### src/rtl/stoch_pkg.sv
// Shared constants, lane seeds, FSM state type and LFSR step function
// for the stochastic stream generator.
package stoch_pkg;

  localparam int LFSR_W  = 8;
  localparam int N_LANES = 4;
  localparam logic [LFSR_W-1:0] LFSR_MASK = 8'hB8;

  // Lane 0 entry is overridden by the top-level SEED parameter.
  localparam logic [LFSR_W-1:0] LANE_SEED [0:N_LANES-1] = '{8'h01, 8'h5A, 8'hA7, 8'hE3};

  typedef enum logic [1:0] {IDLE, GEN, DONE} gen_state_e;

  // Galois right shift: x^8+x^6+x^5+x^4+1, never reaches zero from a non-zero state.
  function automatic logic [LFSR_W-1:0] lfsr_next(input logic [LFSR_W-1:0] s);
    lfsr_next = s[0] ? ((s >> 1) ^ LFSR_MASK) : (s >> 1);
  endfunction

endpackage

### src/rtl/stoch_lfsr8.sv
// 8-bit Galois LFSR with synchronous reload (priority over step) and
// asynchronous reset to its own seed value.
module stoch_lfsr8
  import stoch_pkg::*;
#(
  parameter logic [LFSR_W-1:0] RESET_VAL = 8'h01
) (
  input  logic              clk,
  input  logic              rst_n,
  input  logic              load,
  input  logic [LFSR_W-1:0] seed,
  input  logic              step,
  output logic [LFSR_W-1:0] q
);

  always_ff @(posedge clk or negedge rst_n) begin
    if (!rst_n) begin
      q <= RESET_VAL;
    end else if (load) begin
      q <= seed;
    end else if (step) begin
      q <= lfsr_next(q);
    end
  end

endmodule

### src/rtl/stoch_stream_gen.sv
// Four-lane probability-to-bitstream converter with valid/ready on both sides.
// Build option: STOCH_DECORR_EN gives each lane its own LFSR; otherwise one LFSR is shared.
module stoch_stream_gen
  import stoch_pkg::*;
#(
  parameter int               STREAM_LEN = 256,
  parameter logic [LFSR_W-1:0] SEED      = 8'h01
) (
  input  logic                  clk,
  input  logic                  rst_n,
  input  logic                  in_valid,
  output logic                  in_ready,
  input  logic [31:0]           prob,
  output logic                  out_valid,
  input  logic                  out_ready,
  output logic [STREAM_LEN-1:0] array1,
  output logic [STREAM_LEN-1:0] array2,
  output logic [STREAM_LEN-1:0] array3,
  output logic [STREAM_LEN-1:0] array4
);

  // Handshake: a transfer happens on a rising edge where valid and ready are both high;
  // valid never depends on ready, and a raised out_valid holds with stable data until taken.

  localparam int CW = $clog2(STREAM_LEN);
  localparam logic [CW-1:0] LAST = CW'(STREAM_LEN - 1);

  gen_state_e state, state_d;
  logic [CW-1:0] cnt;
  logic [31:0] prob_q;
  logic [N_LANES-1:0][STREAM_LEN-1:0] arr;
  logic [LFSR_W-1:0] lfsr_val [N_LANES];
  logic accept;

  always_ff @(posedge clk or negedge rst_n) begin
    if (!rst_n) state <= IDLE;
    else        state <= state_d;
  end

  always_comb begin
    state_d   = state;
    in_ready  = 1'b0;
    out_valid = 1'b0;
    accept    = 1'b0;
    case (state)
      IDLE: begin
        in_ready = 1'b1;
        accept   = in_valid;
        if (in_valid) state_d = GEN;
      end
      GEN: begin
        if (cnt == LAST) state_d = DONE;
      end
      DONE: begin
        out_valid = 1'b1;
        if (out_ready) state_d = IDLE;
      end
      default: state_d = IDLE;
    endcase
  end

`ifdef STOCH_DECORR_EN
  for (genvar k = 0; k < N_LANES; k++) begin : g_lane_lfsr
    localparam logic [LFSR_W-1:0] LSEED = (k == 0) ? SEED : LANE_SEED[k];
    stoch_lfsr8 #(.RESET_VAL(LSEED)) u_lfsr (
      .clk   (clk),
      .rst_n (rst_n),
      .load  (accept),
      .seed  (LSEED),
      .step  (state == GEN),
      .q     (lfsr_val[k])
    );
  end
`else
  logic [LFSR_W-1:0] shared_q;
  stoch_lfsr8 #(.RESET_VAL(SEED)) u_lfsr (
    .clk   (clk),
    .rst_n (rst_n),
    .load  (accept),
    .seed  (SEED),
    .step  (state == GEN),
    .q     (shared_q)
  );
  // All comparators see the same sequence, so lane streams are nested by probability.
  for (genvar k = 0; k < N_LANES; k++) begin : g_lane_share
    assign lfsr_val[k] = shared_q;
  end
`endif

  always_ff @(posedge clk or negedge rst_n) begin
    if (!rst_n) begin
      prob_q <= '0;
      cnt    <= '0;
      arr    <= '0;
    end else if (accept) begin
      prob_q <= prob;
      cnt    <= '0;
      arr    <= '0;
    end else if (state == GEN) begin
      for (int k = 0; k < N_LANES; k++) begin
        arr[k][cnt] <= (lfsr_val[k] <= prob_q[LFSR_W*k +: LFSR_W]);
      end
      if (cnt != LAST) cnt <= cnt + 1'b1;
    end
  end

  assign array1 = arr[0];
  assign array2 = arr[1];
  assign array3 = arr[2];
  assign array4 = arr[3];

endmodule

### config.mk
export PLATFORM = sky130hd
export DESIGN_NAME = stoch_stream_gen
export DESIGN_NICKNAME = d
export VERILOG_FILES = /design/src/rtl/stoch_pkg.sv /design/src/rtl/stoch_lfsr8.sv /design/src/rtl/stoch_stream_gen.sv
export SDC_FILE = /design/constraint.sdc
export NUM_CORES = 2
export LEC_CHECK = 0
export BUFFER_PORTS_ARGS = -buffer_cell sky130_fd_sc_hd__buf_2
export CORE_AREA = 2 2 412 414
export CTS_BUF_LIST = sky130_fd_sc_hd__clkbuf_16
export DETAILED_ROUTE_END_ITERATION = 12
export DIE_AREA = 0 0 414 416
export PLACE_DENSITY = 0.59
export SETUP_SLACK_MARGIN = 0.3
export SYNTH_ARGS = -nofsm -noshare
export SYNTH_HDL_FRONTEND = slang
export SYNTH_SLANG_ARGS = --single-unit
### constraint.sdc
create_clock -name clk -period 2.8 [get_ports clk]
set_input_delay 0.28 -clock clk [delete_from_list [all_inputs] [get_ports clk]]
set_output_delay 0.28 -clock clk [all_outputs]
set_load 0.02 [all_outputs]
# Word-level counts from Yosys, hierarchy flattened
# Cells that the tools add are included.
[totals] regBits=1074 input_bits=36
[classes] n_reduce_logical=6 addsub=1 order_cmp=6 n_eq_ne=7 bitwise=1 n_mux=21
[op_table] cell="two-way mux 1024 bit" n=2
[op_table] cell="bitwise mux 256 bit" n=4
[op_table] cell="two-way mux 8 bit" n=6
[op_table] cell="<= comparator 8 bit" n=4
[op_table] cell="< comparator 8 x 9 -> 1 bit, second input constant" n=1
[op_table] cell="adder 8 x 1 -> 8 bit, second input constant" n=1
[op_table] cell="demux 1 bit (select 8 bit)" n=1
[op_table] cell="equality test 8 bit, second input constant" n=1
[op_table] cell="greater-or-equal comparator 8 x 1 -> 1 bit, second input constant" n=1
[op_table] cell="!= test 8 bit, second input constant" n=1
[op_table] cell="two-way mux 2 bit" n=3
[op_table] cell="!= test 2 bit, second input constant" n=3
[op_table] cell="one-hot mux 2 bit (3 select lines)" n=1
[op_table] cell="two-way mux 1 bit" n=4
[op_table] cell="inverter 3 -> 4 bit" n=1
[op_table] cell="nonzero test 2 bit" n=2
[op_table] cell="AND reduction 3 bit" n=1
[op_table] cell="equality test 2 x 1 -> 1 bit, second input constant" n=1
[op_table] cell="equality test 2 bit, second input constant" n=1
[op_table] cell="zero test 2 bit" n=1
[op_table] cell="AND reduction 2 bit" n=1
[op_table] cell="logical AND 1 bit" n=1

# Depth between registers and ports, before layout
[logic_depth] word_depth=7 ltp_mapped=9 depth_no_buf=6

# Cells and area by module
# From an unflattened synthesis, not the netlist that was laid out.
[hier_totals] hier_cells=6268 area_unflattened_um2=59041.6
[modules_own_cells] module="stoch_stream_gen" seq_area_each_um2=26675.6 instances=1 cells_per_inst=6229 area_per_inst_um2=58632.5
[modules_own_cells] module="stoch_lfsr8" seq_area_each_um2=201.4 instances=1 cells_per_inst=39 area_per_inst_um2=409.1

# Worst setup path before layout
# OpenSTA, ideal clock, no wires.
[synth_timing] path_kind="reg-to-reg" start="register cnt[4]" end="register arr, in the netlist array4[38]" n_path_buf=3 arrival_ns=2.003 path_stages_with_launch=8 slack_ns=0.720 cell_sequence="dfrtp_1 buf_6 or4b_4 buf_6 buf_12 nor3_4 mux2_1 o21ai_1"
[synth_via] elab_chain_cells=7 word_cells_on_any_way=8
[synth_lines] item="start: declaration" line="stoch_stream_gen.sv:29" rtl="logic [CW-1:0] cnt;"
[synth_lines] item="start signal: assignment" line="stoch_stream_gen.sv:103" rtl="if (cnt != LAST) cnt <= cnt + 1'b1;"
[synth_lines] item="< comparator 8 x 9 -> 1 bit / greater-or-equal comparator 8 x 1 -> 1 bit (equally long branches)" line="stoch_stream_gen.sv:101" rtl="arr[k][cnt] <= (lfsr_val[k] <= prob_q[LFSR_W*k +: LFSR_W]);"
[synth_lines] item="logical AND 1 bit (not written as such)" line="stoch_stream_gen.sv:101"
[synth_lines] item="two-way mux 1 bit (not written as such)" line="stoch_stream_gen.sv:101"
[synth_lines] item="demux 1 bit (select 8 bit) *" line="stoch_stream_gen.sv:101"
[synth_lines] item="bitwise mux 256 bit *" line="stoch_stream_gen.sv:101"
[synth_lines] item="two-way mux 1024 bit *" line="stoch_stream_gen.sv:99" rtl="end else if (state == GEN) begin"
[synth_lines] item="two-way mux 1024 bit *" line="stoch_stream_gen.sv:95" rtl="end else if (accept) begin"
[synth_lines] item="end signal: indexed assignment" line="stoch_stream_gen.sv:101"
[synth_lines] item="end: declaration" line="stoch_stream_gen.sv:31" rtl="logic [N_LANES-1:0][STREAM_LEN-1:0] arr;"
# Mark *: on every way between the ends. The rest lies on a longest branch, timed or not. The select of a mux whose other input is x is not followed.
# A chain may end at the register's enable or synchronous reset.

# Final worst setup path
[layout_timing] start="register state[1]" end="register arr, in the netlist array1[74]"
[layout_via] elab_chain_cells=3 word_cells_on_any_way=5
[layout_lines] item="start: declaration" line="stoch_stream_gen.sv:28" rtl="gen_state_e state, state_d;"
[layout_lines] item="start signal: assignment" line="stoch_stream_gen.sv:37" rtl="else state <= state_d;"
[layout_lines] item="zero test 2 bit" line="stoch_stream_gen.sv:45" rtl="case (state)"
[layout_lines] item="two-way mux 1 bit" line="stoch_stream_gen.sv:45"
[layout_lines] item="two-way mux 1024 bit / nonzero test 2 bit (equally long branches)"
# Several ways; a longest one is shown, not always the timed one.

==> out/qor.txt <==
M3 GR Usage -> 6.439%
Die ar. -> 172,200 um2
Max Cap Violations -> 0
Post-synth EDFFs -> 0
Final Max Tran Viols -> 0
PwrDens -> 1016 nW/um2
layout cell share with drive strength beyond 1 -> 31.44%
M1 GR Usage -> 35.33%
Pwr Total -> 75.29 mW
hold crit path type -> input port to async pin
DR DRC count -> 0
Tcrit/Tclk final -> 87.52%
most common cell after layout, fill and taps aside -> nand2_1
gr usage total -> 27.99%
Via density -> 5.390
post-route ant nets -> 0
clock sinks -> 1,074
Core Area -> 168,100 um2
Max clock buf depth -> 3
first-pass GRT wire length -> 358,700 um
CP Max Fanout -> 33
Root Buffer -> clkbuf_16
number of global-route vias before repair -> 49.40k
synth unique cells -> 50
Critical Path RT -> 3.51 ns
nets -> 7,368
fmax -> 408.1 MHz
Remaining Overflow, GRT -> 0
PnR worst setup slack -> 0.3494 ns
Hold Slack -> 0.06817 ns
Site Rows -> 151
Most Used Layer, Global Route -> met2
Ports -> 1,062
crit path kind -> flop to flop
TritonCTS clock tree -> yes
DIE WIDTH -> 414 um
Clock Pin Slew Worst Setup and Hold Paths -> 0.06 ns
Detailed Place HPWL -> 164,600 um
CTS Buf Count -> 132
Worst Skew -> 0.03506 ns
Initial DRC Count -> 4,529
flops & latches, synth -> 1,074
Final Critical Period -> 2.451 ns
Setup WS pre-CTS -> 0.2142 ns
main flop type after synthesis -> dfrtp_1
worst vdd ir -> 1230 uV
Area Growth Syn to Fin -> 25.26%
Syn Area/Cell -> 9.450 um2
setup_tns -> 0 ns
Yosys top cell area share -> 45.40%
Detailed Routing Iterations Pass 1 -> 5
wire per inst -> 25.90 um
CP arrival -> 3.16 ns
nature of the critical path endpoint -> flop
pin count of the biggest net entering global routing -> 172
Mapped Nets -> 6,331
htree depth -> 4
asr flop ratio synth -> 100.0%
port bufs -> 1,061
Starting Density -> 35.18%
Vias -> 51.93k
YS warnings -> 0
Mapped Cells -> 6,259
Mapped Area -> 59,150 um2
final setup fails -> 0
Die Y -> 416 um
RSZ-0062 raised after global routing -> true
Synth area leader -> dfrtp_1
final cell count without fillers -> 9,634
number of antenna violations at the first check in global routing -> 28
clk_lat worst skew -> 0.80 ns
register area share after synthesis -> 45.44%
cell count after placement -> 9,264
status -> finished, final reports clean
commonest cells after routing, fill and taps aside -> nand2_1 (2,099), dfrtp_1 (1,071), buf_2 (1,060), o21ai_1 (697), mux2_1 (589)
met2 usage -> 44.22%
synth top area cells -> dfrtp_1 (45%), nand2_1 (13%), mux2_1 (11%), mux2_2 (8.2%), o21ai_1 (5.9%)
Final GP Congestion -> 0.8835
Pleak -> 32.77 nW
Final Hold Viols -> 0
Total Wirelength -> 249,500 um
Worst Tran Pin Value -> 0.8697 ns
Slew headroom -> 42.02%
CP Launch Type -> flop
## critical path: stages, from the launching register on
cell     delay [ns]
dfrtp_2        0.49
or3b_4         0.44
buf_12         0.20
buf_12         0.29
nor3_4         0.33
mux2_1         0.36
o21ai_1        0.07
## state kept, by name (all words and copies together) (netlist names)
| name | flops |
|---|---|
| u_lfsr.q | 8 |
| array3 | 256 |
| state | 2 |
| array2 | 256 |
| cnt | 8 |
| prob_q | 32 |
| array4 | 256 |
| array1 | 256 |
## cell families after synthesis
group | after synthesis | share of synthesized area (%)
and+or+nand+nor | 2436 | 20.53
DFF | 1074 | 45.44
xor gates and xnor gates | 4 | 0.05924
buffers and inverters | 595 | 4.434
AOI/OAI and AO/OA | 1094 | 9.352
adders and majority gates | 36 | 0.7615
muxes | 1020 | 19.42
## repair_timing
| action | in CTS | in global routing |
|---|---|---|
| hold buffers | 35 | 0 |
| resized for setup | 10 | 22 |
| gates cloned | 1 | 1 |
| endpoints found under the hold margin | 617 | 0 |
| buffers inserted | 20 | 59 |
| pin swaps | 14 | 55 |
| endpoints found under the setup margin | 170 | 572 |
## metrics by stage
stage,instance area [um2],utilization [%]
global route,74080,44.05
detailed placement,68440,40.70
finish,74090,44.06
floorplan,59150,-
CTS,73030,43.43
global placement,68440,40.70
## final cells by class
cell class	instances	area, um2
Sequential cell	1074	26880
Timing Repair Buffer	1463	10320
Tap cell	2218	2775
Clock buffer	135	3378
Clock inverter	95	540.5
Inverter	34	127.6
Multi-Input combinational cell	4591	30010
Fill cell	16170	94060
Antenna cell	24	60.06
## synthesized netlist by cell type, types with 4 or more instances
master     number
a21oi_1        16
buf_1          21
buf_12          4
buf_2          97
buf_4          15
buf_6          18
clkbuf_1      405
dfrtp_1      1073
ha_1           36
inv_1          33
mux2_1        589
mux2_2        431
nand2_1      2103
nand2b_1        7
nand3_1        14
nand4_1        10
nand4b_1        4
nand4bb_1       7
nor2_1          4
nor2b_1         7
nor3_2         72
nor3_4        181
o211ai_1       11
o21a_1          5
o21ai_0       358
o21ai_1       697
or2_1           4
or4b_4          4
## final timing paths
check,from,end,slack (ns),cells past startpoint
worst max-delay path,state[1],array1[74],0.35,6
worst min-delay path,rst_n,array3[79],0.07,2
worst max register to register,state[1],array1[74],0.35,6
worst min register to register,prob_q[0],prob_q[0],0.49,2
max in group asynchronous,rst_n,array3[228],1.64,4
min in group clk,in_valid,cnt[5],0.16,3
## layer usage
metal | share of wire, % | vias up
met5 | 0 | -
met4 | 6.0 | 0
met2 | 47 | 2166
met3 | 7.4 | 495
li1 | - | 23224
met1 | 40 | 26047
## power by group
group	switching [mW]	internal, mW	leakage, nW
registers	2.87	19.3	14.5
logic	26.8	10.1	16.2
clock network	7.26	8.91	2.07
No activity file was read; power rests on OpenSTA's default activity.
